## src/rtl/pipe_ctrl_pkg.sv

```systemverilog
// Shared types and constants for the pipeline control unit.
// Latency: n/a (declarations only).
// Backpressure: n/a.
package pipe_ctrl_pkg;

  localparam int              DEF_CNT_W      = 6;
  localparam int              STALL_W        = 6;
  localparam logic [31:0]     DEF_EXC_VECTOR = 32'h0000_0020;

  // Per-stage hold masks: bit0 pc, bit1 IF/ID, bit2 ID/EX, bit3 EX/MEM, bit4 MEM/WB.
  localparam logic [STALL_W-1:0] STALL_NONE = 6'b000000;
  localparam logic [STALL_W-1:0] STALL_ID   = 6'b000111;
  localparam logic [STALL_W-1:0] STALL_EX   = 6'b001111;

  typedef enum logic [1:0] {
    ST_IDLE    = 2'd0,
    ST_MC_BUSY = 2'd1,
    ST_FLUSH   = 2'd2
  } state_e;

endpackage

```

## src/rtl/pipe_ctrl_mc_down_counter.sv

```systemverilog
// Down-counter sequencing EX multi-cycle ops; terminal count flags the last stall cycle.
// Latency: load/decrement/clear visible one cycle after the request.
// Backpressure: none; clear beats load beats decrement.
module pipe_ctrl_mc_down_counter
  import pipe_ctrl_pkg::*;
#(
  parameter int W = DEF_CNT_W
) (
  input  logic         clk,
  input  logic         rst,
  input  logic         i_load,
  input  logic [W-1:0] i_load_val,
  input  logic         i_dec,
  input  logic         i_clr,
  output logic [W-1:0] o_cnt,
  output logic         o_tc
);

  logic [W-1:0] r_cnt;

  // Count register: clear has priority so an aborted op never leaves a stale value.
  always_ff @(posedge clk or posedge rst) begin
    if (rst) begin
      r_cnt <= '0;
    end else if (i_clr) begin
      r_cnt <= '0;
    end else if (i_load) begin
      r_cnt <= i_load_val;
    end else if (i_dec) begin
      r_cnt <= r_cnt - 1'b1;
    end
  end

  assign o_cnt = r_cnt;
  assign o_tc  = (r_cnt == W'(1));

endmodule

```

## src/rtl/pipe_ctrl.sv

```systemverilog
// Pipeline control: merges ID/EX stall requests, sequences EX multi-cycle ops, one-cycle flush on MEM exception.
// Latency: stall is zero-latency from inputs; flush/new_pc/ex_mc_done/busy are registered (one cycle after cause).
// Backpressure: stall vector holds pc and inter-stage registers; no input is ever refused except those ignored in FLUSH.
module pipe_ctrl #(
  parameter logic [31:0] EXC_VECTOR = 32'h0000_0020,
  parameter int          CNT_W      = 6
) (
  input  logic             clk,
  input  logic             Rst_n,
  input  logic             stallreq_id,
  input  logic             ex_mc_start,
  input  logic [CNT_W-1:0] ex_mc_cycles,
  input  logic             ex_mc_cancel,
  input  logic             excp_req,
  output logic [5:0]       stall,
  output logic             flush,
  output logic [31:0]      new_pc,
  output logic             ex_mc_done,
  output logic             busy
);

  import pipe_ctrl_pkg::*;

  state_e           r_state;
  state_e           w_state_nxt;
  logic             r_done;
  logic             w_done_nxt;
  logic             w_cnt_load;
  logic             w_cnt_dec;
  logic             w_cnt_clr;
  logic [CNT_W-1:0] w_cnt;
  logic             w_cnt_tc;
  logic             w_len_nz;
  logic             w_len_one;
  logic [CNT_W-1:0] w_load_val;

  assign w_len_nz   = (ex_mc_cycles != '0);
  assign w_len_one  = (ex_mc_cycles == CNT_W'(1));
  // First stall cycle is the start cycle itself, so the counter holds the remaining N-1.
  assign w_load_val = ex_mc_cycles - CNT_W'(1);

  pipe_ctrl_mc_down_counter #(
    .W (CNT_W)
  ) u_cnt (
    .clk        (clk),
    .rst        (Rst_n),
    .i_load     (w_cnt_load),
    .i_load_val (w_load_val),
    .i_dec      (w_cnt_dec),
    .i_clr      (w_cnt_clr),
    .o_cnt      (w_cnt),
    .o_tc       (w_cnt_tc)
  );

  // State and done-pulse registers; reset aborts any op without a done pulse.
  always_ff @(posedge clk or posedge Rst_n) begin
    if (Rst_n) begin
      r_state <= ST_IDLE;
      r_done  <= 1'b0;
    end else begin
      r_state <= w_state_nxt;
      r_done  <= w_done_nxt;
    end
  end

  // Next-state and counter control; exception outranks cancel outranks terminal count.
  always_comb begin
    w_state_nxt = r_state;
    w_done_nxt  = 1'b0;
    w_cnt_load  = 1'b0;
    w_cnt_dec   = 1'b0;
    w_cnt_clr   = 1'b0;
    case (r_state)
      ST_IDLE: begin
        if (excp_req) begin
          w_state_nxt = ST_FLUSH;
        end else if (ex_mc_start && w_len_nz && !w_len_one) begin
          w_state_nxt = ST_MC_BUSY;
          w_cnt_load  = 1'b1;
        end else if (ex_mc_start && w_len_one) begin
          w_done_nxt  = 1'b1;
        end
      end
      ST_MC_BUSY: begin
        if (excp_req) begin
          w_state_nxt = ST_FLUSH;
          w_cnt_clr   = 1'b1;
        end else if (ex_mc_cancel) begin
          w_state_nxt = ST_IDLE;
          w_cnt_clr   = 1'b1;
        end else if (w_cnt_tc) begin
          w_state_nxt = ST_IDLE;
          w_done_nxt  = 1'b1;
          w_cnt_clr   = 1'b1;
        end else begin
          w_cnt_dec   = 1'b1;
        end
      end
      ST_FLUSH: begin
        w_state_nxt = ST_IDLE;
      end
      default: begin
        w_state_nxt = ST_IDLE;
      end
    endcase
  end

  // Stall vector: EX hold dominates the ID hold; nothing is held while flushing or in reset.
  always_comb begin
    stall = STALL_NONE;
    if (Rst_n || (r_state == ST_FLUSH)) begin
      stall = STALL_NONE;
    end else if ((r_state == ST_MC_BUSY) ||
                 ((r_state == ST_IDLE) && ex_mc_start && w_len_nz)) begin
      stall = STALL_EX;
    end else if (stallreq_id) begin
      stall = STALL_ID;
    end
  end

  assign flush      = (r_state == ST_FLUSH);
  assign new_pc     = (r_state == ST_FLUSH) ? EXC_VECTOR : 32'h0;
  assign busy       = (r_state == ST_MC_BUSY);
  assign ex_mc_done = r_done;

endmodule

```

## config.mk

```make
export PLATFORM = sky130hd
export DESIGN_NAME = pipe_ctrl
export DESIGN_NICKNAME = d
export VERILOG_FILES = /design/src/rtl/pipe_ctrl_pkg.sv /design/src/rtl/pipe_ctrl_mc_down_counter.sv /design/src/rtl/pipe_ctrl.sv
export SDC_FILE = /design/constraint.sdc
export NUM_CORES = 1
export LEC_CHECK = 0
export CAP_MARGIN = 20
export CORE_MARGIN = 10
export CORE_UTILIZATION = 41
export CTS_CLUSTER_DIAMETER = 100
export CTS_CLUSTER_SIZE = 16
export DETAILED_ROUTE_END_ITERATION = 10
export GPL_ROUTABILITY_DRIVEN = 0
export PLACE_DENSITY = 0.92
export REMOVE_ABC_BUFFERS = 1
export SLEW_MARGIN = 0
export SYNTH_ARGS = -nofsm -noshare
export SYNTH_HDL_FRONTEND = slang
export SYNTH_SLANG_ARGS = --single-unit
```

## constraint.sdc

```tcl
create_clock -name clk -period 4.4 [get_ports clk]
set_input_delay 0.44 -clock clk [delete_from_list [all_inputs] [get_ports clk]]
set_output_delay 0.44 -clock clk [all_outputs]
set_load 0.01 [all_outputs]
```

==> out/results.md <==
• 0.232 — Clk pwr share
• completed — outcome
• sky130_fd_sc_hd__clkdlybuf4s50_1 — worst-path cell with the longest stage delay
• 227 — Layout fillers
• u_cnt.o_cnt[3] — Worst R2R End
• 1.49 ps — setup clock skew after layout
• 0.235 — sequential element share of the synthesized area
• 350 MHz — timing-limited maximum frequency
• 0 — number of diodes added for antenna fixing
• 0 — post-route DRC violation count
• 70 ps — Reg clk slew, reported paths
• 4 — Pre-antenna DRT Iters
• 225 um2 — sequential cell area
• 14 — largest net degree at the start of global routing
• sky130_fd_sc_hd__clkbuf_4 — clock tree root buffer cell
• 8.87% — Area Growth Syn to Fin
• 53 — Top-Level Pins
• sky130_fd_sc_hd__clkdlybuf4s50_1 — CP dominant cell by count
• 0.000182 W — internal power of the cells
• 68.4 um — vertical extent of the die
• 4680 um2 — area of the die
• false — unrepaired setup endpoints after global routing
• 0 — Post-synth EDFFs
• 68.4 um — die width
• 4 — logic depth of the worst register-to-register path
• 2850 ps — clock period minus worst slack
• 0.393 — sequential group share of total power
• built — clock tree from TritonCTS
• 0 — total count of max-transition violations in the final report
• 3 — Bufs and invs on worst path
• input port — nature of the critical path startpoint
• 0 — Max-Cap Viols
• 112 — number of instances in the synthesized netlist
• 2410 ps — endpoint arrival time on the critical path
• 284 nW/um2 — power per cell area
• 1.00 — share of synthesized flip-flops with an asynchronous set or reset
• 0 ps — final sum of negative setup slack
• 0 — antenna violations before repair
• r_state[1] — FF-to-FF Start
• 0.0934 — total routing resource utilization after global routing
• 0 — remaining global-route overflow
• 270 ps — clock network latency to the later pin of the worst-skew pair
• 3 — number of buffers added by the clock tree synthesis step
• 0.476 nW — P_leak
• 630 ps — highest cell delay on the worst timing path
• 517 ps — minimum hold slack
• 3310 um — global-route wire length before repair
• 3960 ps — required time at the endpoint of the critical path
• 817 — number of global-route vias before repair
• 0.398 — slew margin rel.
• 897 ps — Worst Tran Pin Value
• 0.375 — combinational group share of total power
• 2370 um — wire length reported by the detailed router
• 2 — maximum count of clock buffers along a single path
• 8.57 um2 — Avg Cell Area, Syn
• 0.649 — crit share post-route
• 19 — port buffer count
• 147 — NumNets Final
• 0 — count of antenna-violating nets left after detailed routing
• input port to output port — Worst Setup Path Type
• 37 — unique cell type count in the Yosys netlist
• 17 — total number of placement rows
• 0.0543 — fraction of layout cells with a size suffix above 1
• 2550 ps — reg-to-reg slack, setup
• 1 — maximum level of the CTS H-tree
• 0 — cts hold-fix bufs
• 0 — Yosys warning total
• 0 — number of resized instances in the post-cts repair step
• 0.385 — Switching Fraction
• output port — endpoint class of the critical path
• 9 — Seq cells post-synth
• 0.000114 W — NetSw
• input port to asynchronous set/reset pin — worst min-delay path class
• 51 — Detailed Route Iter0 Violations
• 0.000146 V — Peak VDD IR
• 4 — Worst Path Max Fanout
• 15.1 um — detail-routed net length per standard cell
• clkdlybuf4s50_1 > inv_1 > ha_1 > nand2_1 > a21oi_1 > o32ai_1 > clkdlybuf4s50_1 — Critical Path, Cell by Cell
• 2210 um2 — Core Area
• 0 — Setup violations, final
• ex_mc_cycles[0] — Worst Setup SP
• buffers and inverters — kind of cell with the highest combined delay on the critical path
• 5.11 — routed via count divided by cell count
• 0 — post-CTS setup-driven buffer insertion count
• 546 um2 — area taken by multi-input logic gates
• 9 — Clock Sink Count
• 802 — vias
• sky130_fd_sc_hd__dfrtp_1 — prevailing post-synth register cell
• 0.434 — starting density of the core
• 1940 um — sum of net half-perimeters after detailed placement
• 0 — final count of hold timing violations
• 960 um2 — Cell Area, Synth
[worst max path at each step]
stage / cells past startpoint / end / slack [ps]
floorplan: 5 / stall[0] / 2360
global placement: 7 / stall[0] / 1640
detailed placement: 7 / stall[0] / 1560
CTS: 7 / stall[0] / 1560
global route: 7 / stall[1] / 1450
finish: 7 / stall[0] / 1550
[Yosys cell counts (2+ instances only)]
cell	number	share of area
sky130_fd_sc_hd__nor4_1	2	0.013
sky130_fd_sc_hd__inv_1	6	0.023
sky130_fd_sc_hd__and2b_2	2	0.018
sky130_fd_sc_hd__nand3_1	2	0.010
sky130_fd_sc_hd__buf_4	36	0.28
sky130_fd_sc_hd__o21ai_0	3	0.016
sky130_fd_sc_hd__o21a_1	2	0.016
sky130_fd_sc_hd__dfrtp_1	9	0.23
sky130_fd_sc_hd__nor2_1	2	0.0078
sky130_fd_sc_hd__ha_1	5	0.065
sky130_fd_sc_hd__nor3b_1	3	0.023
sky130_fd_sc_hd__a31oi_1	2	0.013
sky130_fd_sc_hd__nand2_1	6	0.023
sky130_fd_sc_hd__or3b_1	2	0.018
sky130_fd_sc_hd__nor3_1	7	0.037
sky130_fd_sc_hd__or4_1	2	0.016
[cells in the final DEF, fill, tap and decap left out, types with 2 or more instances in the layout]
cell type,synthesis,final
sky130_fd_sc_hd__nor3b_1,3,3
sky130_fd_sc_hd__nand2_1,6,6
sky130_fd_sc_hd__or4_1,2,2
sky130_fd_sc_hd__o21a_1,2,2
sky130_fd_sc_hd__conb_1,1,33
sky130_fd_sc_hd__nor4_1,2,2
sky130_fd_sc_hd__or3b_1,2,2
sky130_fd_sc_hd__and2b_2,2,2
sky130_fd_sc_hd__inv_1,6,6
sky130_fd_sc_hd__a31oi_1,2,2
sky130_fd_sc_hd__clkbuf_4,0,3
sky130_fd_sc_hd__nor3_1,7,7
sky130_fd_sc_hd__nand3_1,2,2
sky130_fd_sc_hd__nor2_1,2,2
sky130_fd_sc_hd__ha_1,5,5
sky130_fd_sc_hd__dfrtp_1,9,9
sky130_fd_sc_hd__o21ai_0,3,3
sky130_fd_sc_hd__clkdlybuf4s50_1,0,19
[area by class of cell]
cell class	instances	share of cell area
Multi-Input combinational cell	91	0.522
Sequential cell	9	0.216
Tap cell	28	0.0335
Timing Repair Buffer	19	0.182
Clock buffer	4	0.0251
Inverter	6	0.0216
[registers in the layout, summed over array words and instances, names as in the netlist]
signal / cells
r_state: 2
ex_mc_done: 1
u_cnt.o_cnt: 6
[worst register-to-register path, delay by kind of cell, from the launching register on]
kind	cells	cell delay (ps)
AOI/OAI and AO/OA	2	720
DFF	1	430
and+or+nand+nor	2	610
[metrics by stage]
step / utilization / setup slack [ps] / instance area (um2) / std cells / total power, W
after global placement: 0.460 / 1640 / 1020 / 153 / 0.000218
final: 0.472 / 1550 / 1040 / 157 / 0.000296
after floorplan: - / 2360 / 793 / 106 / 0.000183
after global routing: 0.472 / 1450 / 1040 / 157 / 0.000317
after CTS: 0.472 / 1560 / 1040 / 157 / 0.000294
after detailed placement: 0.460 / 1560 / 1020 / 153 / 0.000225
[kinds of logic after synthesis]
kind of cell / after synthesis / synth area share
DFF: 9 / 0.235
buffers and inverters: 44 / 0.322
other: 1 / 0.00391
adders and majority gates: 5 / 0.0652
xor gates and xnor gates: 2 / 0.0183
and+or+nand+nor: 31 / 0.199
AOI/OAI and AO/OA: 20 / 0.156
[power groups by stage]
| stage | sequential (W) | combinational, W | clock [W] |
|---|---|---|---|
| after floorplan | 0.000112 | 0.0000712 | 0 |
| after global placement | 0.000115 | 0.000104 | 0 |
| after detailed placement | 0.000117 | 0.000108 | 0 |
| after CTS | 0.000115 | 0.000109 | 0.0000699 |
| after global routing | 0.000118 | 0.000123 | 0.0000758 |
| final | 0.000117 | 0.000111 | 0.0000688 |
[per-layer routing]
| metal | vias to the layer above | wire, um | global-route usage |
|---|---|---|---|
| li1 | 364 | - | - |
| met3 | 7 | 284 | 0.0392 |
| met1 | 378 | 895 | 0.0856 |
| met2 | 53 | 1150 | 0.165 |
| met5 | - | 0 | 0 |
| met4 | 0 | 47 | 0.0628 |
Power figures use the tool's default switching activity.
